[src/rtl/fifo_wr_arbiter.sv]
// fifo_wr_arbiter: round-robin burst arbiter feeding NUM_REQ requesters into one FIFO write port
// Optional feature macro: FIFO_WR_ARBITER_WCNT_EN adds the 16-bit wr_count output.
// Ports:
//   clk_master       sole clock, rising edge
//   reset            synchronous active-high reset
//   req              per-requester "word available" flags
//   req_data         packed requester words, slice i at [i*DATA_WIDTH +: DATA_WIDTH]
//   ack              combinational one-hot capture strobe for this edge
//   fifo_full        FIFO has no free entry
//   fifo_almost_full FIFO has exactly one free entry
//   wr_en_master     registered FIFO write strobe
//   data_in          registered FIFO write data
//   wr_count         (macro only) count of issued writes, wraps at 16 bits
//   grant            registered one-hot current owner, zero when idle
module fifo_wr_arbiter #(
    parameter int NUM_REQ    = 4,
    parameter int DATA_WIDTH = 8,
    parameter int BURST_MAX  = 4
) (
    input  logic                          clk_master,
    input  logic                          reset,
    input  logic [NUM_REQ-1:0]            req,
    input  logic [NUM_REQ*DATA_WIDTH-1:0] req_data,
    input  logic                          fifo_full,
    input  logic                          fifo_almost_full,
    output logic [NUM_REQ-1:0]            ack,
    output logic                          wr_en_master,
    output logic [DATA_WIDTH-1:0]         data_in,
`ifdef FIFO_WR_ARBITER_WCNT_EN
    output logic [15:0]                   wr_count,
`endif
    output logic [NUM_REQ-1:0]            grant
);
    localparam int IW = NUM_REQ > 1 ? $clog2(NUM_REQ) : 1;
    typedef enum logic {IDLE, BURST} state_t;
    state_t            state_q;
    logic [IW-1:0]     owner_q, last_q, base, sel, ack_idx;
    logic [3:0]        cnt_q;
    logic [NUM_REQ-1:0] grant_q;
    logic              wr_en_q, can_wr, found, hold, pick, release_d, ack_en;
    logic [DATA_WIDTH-1:0] data_q;
    assign grant        = grant_q;
    assign wr_en_master = wr_en_q;
    assign data_in      = data_q;
    always_comb begin
        // a write already in flight consumes the last free entry
        can_wr    = !fifo_full && !(wr_en_q && fifo_almost_full);
        // handover searches from owner+1, which equals the new last_owner+1
        base      = state_q == BURST ? owner_q : last_q;
        found     = 1'b0;
        sel       = '0;
        for (int i = 1; i <= NUM_REQ; i++) begin
            if (!found && req[IW'((int'(base) + i) % NUM_REQ)]) begin
                found = 1'b1;
                sel   = IW'((int'(base) + i) % NUM_REQ);
            end
        end
        hold      = state_q == BURST && can_wr && req[owner_q] && cnt_q < 4'(BURST_MAX);
        release_d = state_q == BURST && can_wr && !hold;
        pick      = can_wr && found && !hold;
        ack_en    = !reset && (hold || pick);
        ack_idx   = hold ? owner_q : sel;
        ack       = ack_en ? NUM_REQ'(1) << ack_idx : '0;
    end
    always_ff @(posedge clk_master) begin
        if (reset) begin
            state_q <= IDLE;
            owner_q <= '0;
            last_q  <= IW'(NUM_REQ - 1);
            cnt_q   <= '0;
            grant_q <= '0;
            wr_en_q <= 1'b0;
            data_q  <= '0;
        end else begin
            wr_en_q <= ack_en;
            if (ack_en) data_q <= req_data[int'(ack_idx)*DATA_WIDTH +: DATA_WIDTH];
            if (release_d) last_q <= owner_q;
            if (hold) begin
                cnt_q <= cnt_q + 4'd1;
            end else if (pick) begin
                state_q <= BURST;
                owner_q <= sel;
                grant_q <= NUM_REQ'(1) << sel;
                cnt_q   <= 4'd1;
            end else if (release_d) begin
                state_q <= IDLE;
                grant_q <= '0;
                cnt_q   <= '0;
            end
        end
    end
`ifdef FIFO_WR_ARBITER_WCNT_EN
    logic [15:0] wcnt_q;
    assign wr_count = wcnt_q;
    always_ff @(posedge clk_master) begin
        if (reset) wcnt_q <= '0;
        else if (ack_en) wcnt_q <= wcnt_q + 16'd1;
    end
`endif
endmodule
[config.mk]
export PLATFORM = sky130hd
export DESIGN_NAME = fifo_wr_arbiter
export DESIGN_NICKNAME = d
export VERILOG_FILES = /design/src/rtl/fifo_wr_arbiter.sv
export SDC_FILE = /design/constraint.sdc
export NUM_CORES = 1
export LEC_CHECK = 0
export ABC_AREA = 1
export BUFFER_PORTS_ARGS = -buffer_cell sky130_fd_sc_hd__clkbuf_2
export CORE_MARGIN = 2
export CORE_UTILIZATION = 31
export CTS_BUF_LIST = sky130_fd_sc_hd__clkbuf_4
export DETAILED_ROUTE_END_ITERATION = 6
export GPL_TIMING_DRIVEN = 0
export SLEW_MARGIN = 30
export SYNTH_ARGS = -nofsm -noshare
export SYNTH_HDL_FRONTEND = slang
export SYNTH_SLANG_ARGS = --single-unit
[constraint.sdc]
create_clock -name clk_master -period 2.14 [get_ports clk_master]
set_clock_uncertainty 0.05 [all_clocks]
set_input_delay 0.214 -clock clk_master [delete_from_list [all_inputs] [get_ports clk_master]]
set_output_delay 0.214 -clock clk_master [all_outputs]
set_load 0.01 [all_outputs]
==> flow_metrics.tcl, run 1 <==
set metrics [dict create \
    status "complete, but fails checks" \
    violations "negative setup slack" \
    fillers 512 \
    clk_latency_ps 310 \
    ys_seq_elements 22 \
    critPathBufInv 4 \
    worstSetupPathType "flip-flop to primary output" \
    tightestPinTransition_ps 430 \
    gp_congestion 0.858 \
    setup_tns_ps -1340 \
    hold_path_class "input port to flip-flop" \
    power.leakage_nw 1.35 \
    fin_ws_ps -297 \
    slew-limit-headroom 0.713 \
    finalPower_mw 2.08 \
    coreArea_mm2 0.00511 \
    final_common_cell "nand2_1" \
    postRouteAntennaNets 0 \
    via_per_inst 4.71 \
    cts_buffers 3 \
    most-common-layout-cells "nand2_1, clkbuf_2, nand2_2" \
    detail_route.iter0.violations 80 \
    syn_avg_cell_area_um2 6.09 \
    grt_max_degree 13 \
    rrSetupSlack_ps -100 \
    drt_first_pass_iters 4 \
    crit_family "simple AND/OR/NAND/NOR gates" \
    start_util 0.323 \
    io_pins 57 \
    cp_cell_sequence "buf_4 -> a21oi_1 -> o21ai_0 -> nand3_4 -> inv_4 -> nand2_4 -> nand2_4 -> buf_12 -> nor3_4 -> buf_2" \
    required_ps 1880 \
    worst_ep_arrival_time_ps 2170 \
    fp.dieW_um 77.0 \
    p_per_area_mw_per_mm2 802 \
    hold_violations 0 \
    htreeDepth 1 \
    antenna_found_initial 0 \
    setup_violations 11 \
    wire_per_inst_um 12.3 \
    worstPathMaxFanout 9 \
    ys_types 25 \
    first_global_vias 1918 \
    cpMostUsedCell "nand2_4" \
    peakVddDrop_mv 0.446 \
    path_clk_slew_ps 120 \
    grtUsageTotal 0.173 \
    clkSinkCount 22 \
    drive_gt1_frac 0.492 \
    cts_tree "built" \
    finalCritPeriodShare 1.14 \
    num-nets-final 404 \
    area_growth_pct 56.7 \
    drv_slew 0 \
    maxCapViolCount 0 \
    fmax_mhz 410 \
    route.detailed.drc 0 \
    rows 26 \
    io_buffer_count 56 \
    num_vias 2036 \
    cts_buffer_depth 2 \
    syn_nets 312 \
    grt_setup_unrepaired "true" \
    die-area_mm2 0.00592 \
    utilization 0.506 \
    end_kind "primary output" \
    yosysSeqAreaShare 0.267 \
    slowest_stage "dfxtp_4" \
    root_buffer "clkbuf_4" \
    overflow 0 \
    layout_min_cycle_time_ps 2440 \
    antenna_cells 0 \
    syn-cell-area_mm2 0.00165 \
    drt_wl_total_um 5330 \
    die_y_um 77.0 \
    hpwl_um 3660 \
    start_kind "flip-flop" \
    pre_cts_ws_ps -260 \
    slowest_delay_ps 380 \
    synthCells 271 \
    synth-warning-count 0 \
    grt_pass1_wl_um 8510 \
]
metal layers:
| metal | GRT usage | share of wire | vias to the layer above |
|---|---|---|---|
| met5 | 0 | 0 | - |
| met4 | 0.0545 | 0.023 | 0 |
| met3 | 0.0118 | 0.034 | 13 |
| met2 | 0.308 | 0.50 | 51 |
| met1 | 0.220 | 0.44 | 916 |
| li1 | - | - | 1056 |
final timing paths:
kind | from | end | cells after the start
setup / recovery | owner_q[0] | ack[0] | 10
hold / removal | reset | owner_q[0] | 2
setup reg to reg | state_q | data_in[4] | 19
hold reg to reg | grant[2] | grant[2] | 2
registers in the layout (all words and copies together) (netlist names):
signal and flops:
owner_q 2, data_in 8, wr_en_master 1, grant 4, last_q 2, state_q 1, cnt_q 4
where the power goes:
group	internal, mW	total, mW	leakage [nW]	switching [mW]
Sequential	0.465	0.506	0.182	0.0408
Combinational	0.609	1.38	1.15	0.768
Clock	0.0682	0.192	0.0154	0.124
repair_timing:
action	4_1_cts	5_1_grt
resized for setup	44	49
buffers inserted	19	12
cloned	1	0
endpoints found under the setup margin	20	20
pin swaps	22	27
hold buffers	0	0
worst reg2reg max path, cell delays in order (launching register included):
cell and delay [ps]:
dfxtp_4 430, inv_6 70, nand2_8 110, nand2_8 90, nand2_2 80, nand2_2 70, nand2_1 60, nand2_1 80
nand2_2 100, nand2_2 70, nand2_4 90, nand3_4 80, nand2_4 70, nand2_4 80, buf_4 140, buf_4 130
nand3_1 60, nand3_1 80, nor2_1 140, nor2_1 60
logic make-up after synthesis:
family / synth area share
fa+ha+maj: 0.00758
flops: 0.267
simple gates: 0.584
compound gates: 0.0675
buf+inv: 0.0743
stage by stage:
stage | hold slack [ps] | cell area, um^2 | std cells
2_1_floorplan | 242 | 1650 | 271
3_3_place_gp | 385 | 2020 | 397
3_5_place_dp | 386 | 2020 | 397
4_1_cts | 149 | 2360 | 421
5_1_grt | 157 | 2590 | 432
6_report | 154 | 2590 | 432
synthesized netlist by cell type:
| library cell | number | area [um^2] |
|---|---|---|
| a211oi_1 | 1 | 7.51 |
| a21oi_1 | 13 | 65.1 |
| a221oi_1 | 1 | 8.76 |
| buf_12 | 1 | 20.0 |
| buf_2 | 1 | 5.00 |
| buf_4 | 2 | 15.0 |
| buf_6 | 1 | 11.3 |
| clkbuf_1 | 1 | 3.75 |
| clkinv_1 | 2 | 7.51 |
| dfxtp_1 | 22 | 440 |
| ha_1 | 1 | 12.5 |
| inv_1 | 14 | 52.6 |
| inv_2 | 2 | 7.51 |
| nand2_1 | 128 | 480 |
| nand2_2 | 19 | 119 |
| nand2_4 | 5 | 56.3 |
| nand3_1 | 30 | 150 |
| nand3_2 | 2 | 20.0 |
| nand4_1 | 2 | 12.5 |
| nand4_4 | 2 | 42.5 |
| nor2_1 | 10 | 37.5 |
| nor2_8 | 1 | 20.0 |
| nor3_1 | 5 | 25.0 |
| o211ai_1 | 2 | 15.0 |
| o21ai_0 | 3 | 15.0 |
layout make-up:
| cell class | count | area (um^2) | share of cell area |
|---|---|---|---|
| tap | 70 | 87.6 | 0.0339 |
| buffer | 5 | 57.6 | 0.0223 |
| clock inverter | 1 | 3.75 | 0.00145 |
| timing repair buffer | 87 | 532 | 0.206 |
| inverter | 18 | 80.1 | 0.0310 |
| sequential | 22 | 455 | 0.176 |
| multi-input combinational | 226 | 1350 | 0.521 |
| clock buffer | 3 | 22.5 | 0.00871 |
Note: power is estimated with default switching activity, not from simulation.
==> run 2: changes to the inputs <==
clock period = 2.9 ns   (was 2.14 ns; I/O delays follow)
==> run 2 against run 1 <==
Against the previous run:
- largest cell class unchanged
- global-route usage is 1.9 points lower
- non-clock buffer count fell by 30
- via count fell by 10%
- critical path type unchanged
- the flow now finishes without violations
- register-to-register slack gained 740 ps
- critical path depth up 4
- final cell count decreased by 7.2%
- sequential power is 26% lower
- utilization decreased by 10 points
==> flow_metrics.tcl, run 2 (synthesized netlist as in run 1, its figures left out) <==
set metrics [dict create \
    antenna_cells 0 \
    hold_ws_ps 237 \
    fp.dieW_um 77.0 \
    root_buffer "clkbuf_4" \
    dp_cells 397 \
    slowest_stage "dfxtp_4" \
    p_int_mw 0.637 \
    finalCritPeriodShare 0.944 \
    die-area_mm2 0.00592 \
    worstSetupPathType "flip-flop to primary output" \
    grtUsageTotal 0.154 \
    postRouteAntennaNets 0 \
    gp_congestion 0.858 \
    num_vias 1825 \
    fillers 566 \
    required_ps 2560 \
    start_util 0.323 \
    final_cell_count_no_fill 401 \
    p_per_area_mw_per_mm2 575 \
    wire_per_inst_um 11.2 \
    p_clk_frac 0.120 \
    cts_buffers 3 \
    crit_family "simple AND/OR/NAND/NOR gates" \
    drt_wl_total_um 4480 \
    grt_setup_unrepaired "true" \
    multiInputGateArea_mm2 0.00110 \
    finalPower_mw 1.19 \
    p_switching_mw 0.554 \
    htreeDepth 1 \
    cts_tree "built" \
    rows 26 \
    tightestPinTransition_ps 396 \
    cp_cell_sequence "inv_2 -> nand2_4 -> nand2_4 -> nand2_1 -> nand2_1 -> nand2_1 -> nand2_1 -> nand4_4 -> nand2_1 -> buf_6 -> nor2_8 -> inv_1 -> nor3_1 -> clkbuf_2" \
    layout_min_cycle_time_ps 2740 \
    slew-limit-headroom 0.736 \
    path_clk_slew_ps 120 \
    grt_max_degree 13 \
    cpMostUsedCell "nand2_1" \
    hpwl_um 3660 \
    power.leakage_nw 1.12 \
    fmax_mhz 365 \
    via_per_inst 4.55 \
    coreArea_mm2 0.00511 \
    first_global_vias 1716 \
    worstPathMaxFanout 10 \
    num-nets-final 373 \
    end_kind "primary output" \
    seq_power_share 0.312 \
    io_buffer_count 56 \
    peakVddDrop_mv 0.305 \
    worst_ep_arrival_time_ps 2400 \
    slowest_delay_ps 410 \
    p_sw_frac 0.465 \
    hold_path_class "input port to flip-flop" \
    detail_route.iter0.violations 87 \
    setup_violations 0 \
    hold_violations 0 \
    power_frac_comb 0.568 \
    drv_slew 0 \
    status "complete, no violations" \
    maxCapViolCount 0 \
    die_y_um 77.0 \
    critPathBufInv 4 \
    start_kind "flip-flop" \
    antenna_found_initial 0 \
    io_pins 57 \
    clk_latency_ps 310 \
    seq_area_um2 449 \
    clkSinkCount 22 \
    grt_pass1_wl_um 7600 \
    overflow 0 \
    cts_buffer_depth 2 \
    most-common-layout-cells "nand2_1, clkbuf_2, nand3_1" \
    cts_hold_repair.buffers 0 \
    area_growth_pct 25.4 \
    largest_register_ffs 8 \
    drt_first_pass_iters 4 \
    route.detailed.drc 0 \
    drive_gt1_frac 0.308 \
    final_common_cell "nand2_1" \
]
run 2: cell types whose count changed in the layout (fill, tap and decap cells not counted), sizes merged:
| cell | previous run | this run |
|---|---|---|
| inv | 17 | 16 |
| nand2 | 153 | 152 |
| buf | 39 | 5 |
| clkinvlp | 0 | 1 |
| clkbuf | 56 | 60 |
run 2: cell type report:
cell class              count  area share
well taps                  70      0.0423
plain buffers               6      0.0266
multi-input cells         225       0.531
inverters                  18      0.0345
repair buffers             56       0.135
clock inverters             1     0.00181
flip-flops and latches     22       0.217
clock buffers               3      0.0109
run 2: path summary, 6_finish.rpt:
path / cells after the start / startpoint / slack [ps] / to
hold reg to reg: 2 / cnt_q[3] / 400 / cnt_q[3]
setup reg to reg: 14 / wr_en_master / 640 / data_in[5]
setup / recovery: 14 / state_q / 160 / ack[0]
hold / removal: 2 / reset / 240 / owner_q[0]
run 2: what timing repair did:
| action | in CTS | in global routing |
|---|---|---|
| buffers inserted | 0 | 0 |
| setup endpoints to repair | 0 | 4 |
| endpoints found under the hold margin | 0 | 0 |
| resized for setup | 0 | 9 |
run 2: through the flow:
stage          utilization  setup slack, ps  area [um^2]  TNS (ps)
2_1_floorplan            -              741         1650         0
3_3_place_gp         0.395              440         2020         0
3_5_place_dp         0.395              424         2020         0
4_1_cts              0.400             48.4         2040         0
5_1_grt              0.405            -33.7         2070     -42.4
6_report             0.405              163         2070         0
run 2: power by group through the flow:
| stage | Sequential, mW | Clock (mW) | Combinational (mW) |
|---|---|---|---|
| floorplan | 0.387 | 0 | 0.480 |
| global placement | 0.378 | 0 | 0.669 |
| detailed placement | 0.379 | 0 | 0.670 |
| CTS | 0.372 | 0.149 | 0.673 |
| global route | 0.378 | 0.156 | 0.774 |
| finish | 0.372 | 0.142 | 0.676 |
run 2: metal layers:
metal | track usage | share of wire | wire (um)
met3 | 0.0118 | 0.029 | 131
met1 | 0.206 | 0.49 | 2190
met2 | 0.260 | 0.47 | 2110
met5 | 0 | 0 | 0
met4 | 0.0491 | 0.011 | 48
==> run 3: changes to the inputs <==
PLACE_DENSITY_LB_ADDON = 0.08   (was not set)
==> run 3 against run 2 <==
Against the previous run:
- worst setup slack gained 48 ps
- clock power decreased by 6%
- clock-buffer cell count is the same
- first-iteration DRC count shrank 14%
- non-clock buffer count unchanged
- hold slack got worse by 4.9 ps
==> flow_metrics.tcl, run 3 (synthesized netlist as in run 1, its figures left out) <==
set metrics [dict create \
    required_ps 2560 \
    antenna_found_initial 0 \
    setup_violations 0 \
    p_per_area_mw_per_mm2 577 \
    hold_ws_ps 232 \
    worst_ep_arrival_time_ps 2350 \
    cts_buffers 3 \
    crit_start "state_q" \
    maxCapViolCount 0 \
    power.leakage_nw 1.12 \
    die_y_um 77.0 \
    area_growth_pct 24.2 \
    detail_route.iter0.violations 75 \
    drv_slew 0 \
    largest_register_ffs 8 \
    path_clk_slew_ps 110 \
    fmax_mhz 372 \
    first_global_vias 1614 \
    io_buffer_count 56 \
    postRouteAntennaNets 0 \
    wire_per_inst_um 11.5 \
    fp.dieW_um 77.0 \
    io_pins 57 \
    clk_latency_ps 300 \
    cts_tree "built" \
    hpwl_um 3680 \
    gp_congestion 0.823 \
    peakVddDrop_mv 0.303 \
    start_util 0.323 \
    worstPathMaxFanout 10 \
    clkSinkCount 22 \
    min_from "reset" \
    drt_first_pass_iters 4 \
    coreArea_mm2 0.00511 \
    rows 26 \
    grt_setup_unrepaired "false" \
    finalCritPeriodShare 0.927 \
    cts_hold_repair.buffers 0 \
    slew-limit-headroom 0.722 \
    cts_setup_buffers 0 \
    htreeDepth 1 \
    grt_max_degree 12 \
    antenna_cells 0 \
    grtUsageTotal 0.158 \
    root_buffer "clkbuf_4" \
    overflow 0 \
    drt_wl_total_um 4600 \
    drive_gt1_frac 0.297 \
    cts_buffer_depth 2 \
    num_vias 1828 \
    final_common_cell "nand2_1" \
    grt_pass1_wl_um 7820 \
    setup_tns_ps 0 \
    die-area_mm2 0.00592 \
    start_kind "flip-flop" \
    worstSetupPathType "flip-flop to primary output" \
    status "complete, no violations" \
    num-nets-final 373 \
    most-common-layout-cells "nand2_1, clkbuf_2, nand3_1" \
    tightestPinTransition_ps 418 \
    via_per_inst 4.57 \
    hold_violations 0 \
    r2r_start "state_q" \
    post_cts_resized 0 \
    hold_path_class "input port to flip-flop" \
    end_kind "primary output" \
    layout_min_cycle_time_ps 2690 \
    route.detailed.drc 0 \
]
==> run 3: final timing paths <==
check	end	slack, ps	depth (start not counted)
hold / removal	owner_q[0]	230	2
setup reg to reg	data_in[3]	660	18
hold reg to reg	cnt_q[3]	400	2
setup / recovery	ack[0]	210	15
==> run 3: through the flow <==
stage / std cells / instance area [um^2] / setup slack [ps] / power (mW) / utilization
floorplan: 271 / 1650 / 741 / 0.867 / -
global placement: 397 / 2020 / 402 / 1.06 / 0.395
detailed placement: 397 / 2020 / 394 / 1.06 / 0.395
CTS: 400 / 2040 / 38.2 / 1.19 / 0.400
global route: 400 / 2050 / 5.72 / 1.30 / 0.401
finish: 400 / 2050 / 211 / 1.18 / 0.401
==> run 3: area by class of cell <==
| type | instances | area [um^2] |
|---|---|---|
| Clock buffer | 3 | 22.5 |
| Multi-Input combinational cell | 225 | 1090 |
| Timing Repair Buffer | 56 | 280 |
| Inverter | 18 | 67.6 |
| Sequential cell | 22 | 449 |
| Tap cell | 70 | 87.6 |
| Fill cell | 588 | 3060 |
| Buffer | 6 | 55.1 |
==> run 3: critical path: stages (launching register included) <==
cell,delay (ps)
dfxtp_4,390
inv_2,90
nand2_1,60
nand2_1,160
nand2_2,90
nand2_4,100
nand2_1,50
a21oi_1,130
nand2_1,70
inv_1,70
nand2_1,130
nand2_1,110
nand2_1,70
buf_4,170
nor3_1,190
clkbuf_2,160
==> run 3: power breakdown <==
part / internal, mW / switching (mW) / leakage (nW)
clock: 0.0485 / 0.0853 / 0.0138
combinational: 0.241 / 0.437 / 0.921
sequential: 0.343 / 0.0281 / 0.182
total: 0.633 / 0.550 / 1.12
==> run 3: metal layers <==
layer  wire length (um)  part of all wire  track usage  vias to the layer above
li1                   -                 -            -                      987
met1               2440              0.53        0.243                      801
met2               1960              0.43        0.239                       36
met3                169             0.037       0.0129                        4
met4                 33            0.0072       0.0327                        0
met5                  0                 0            0                        -
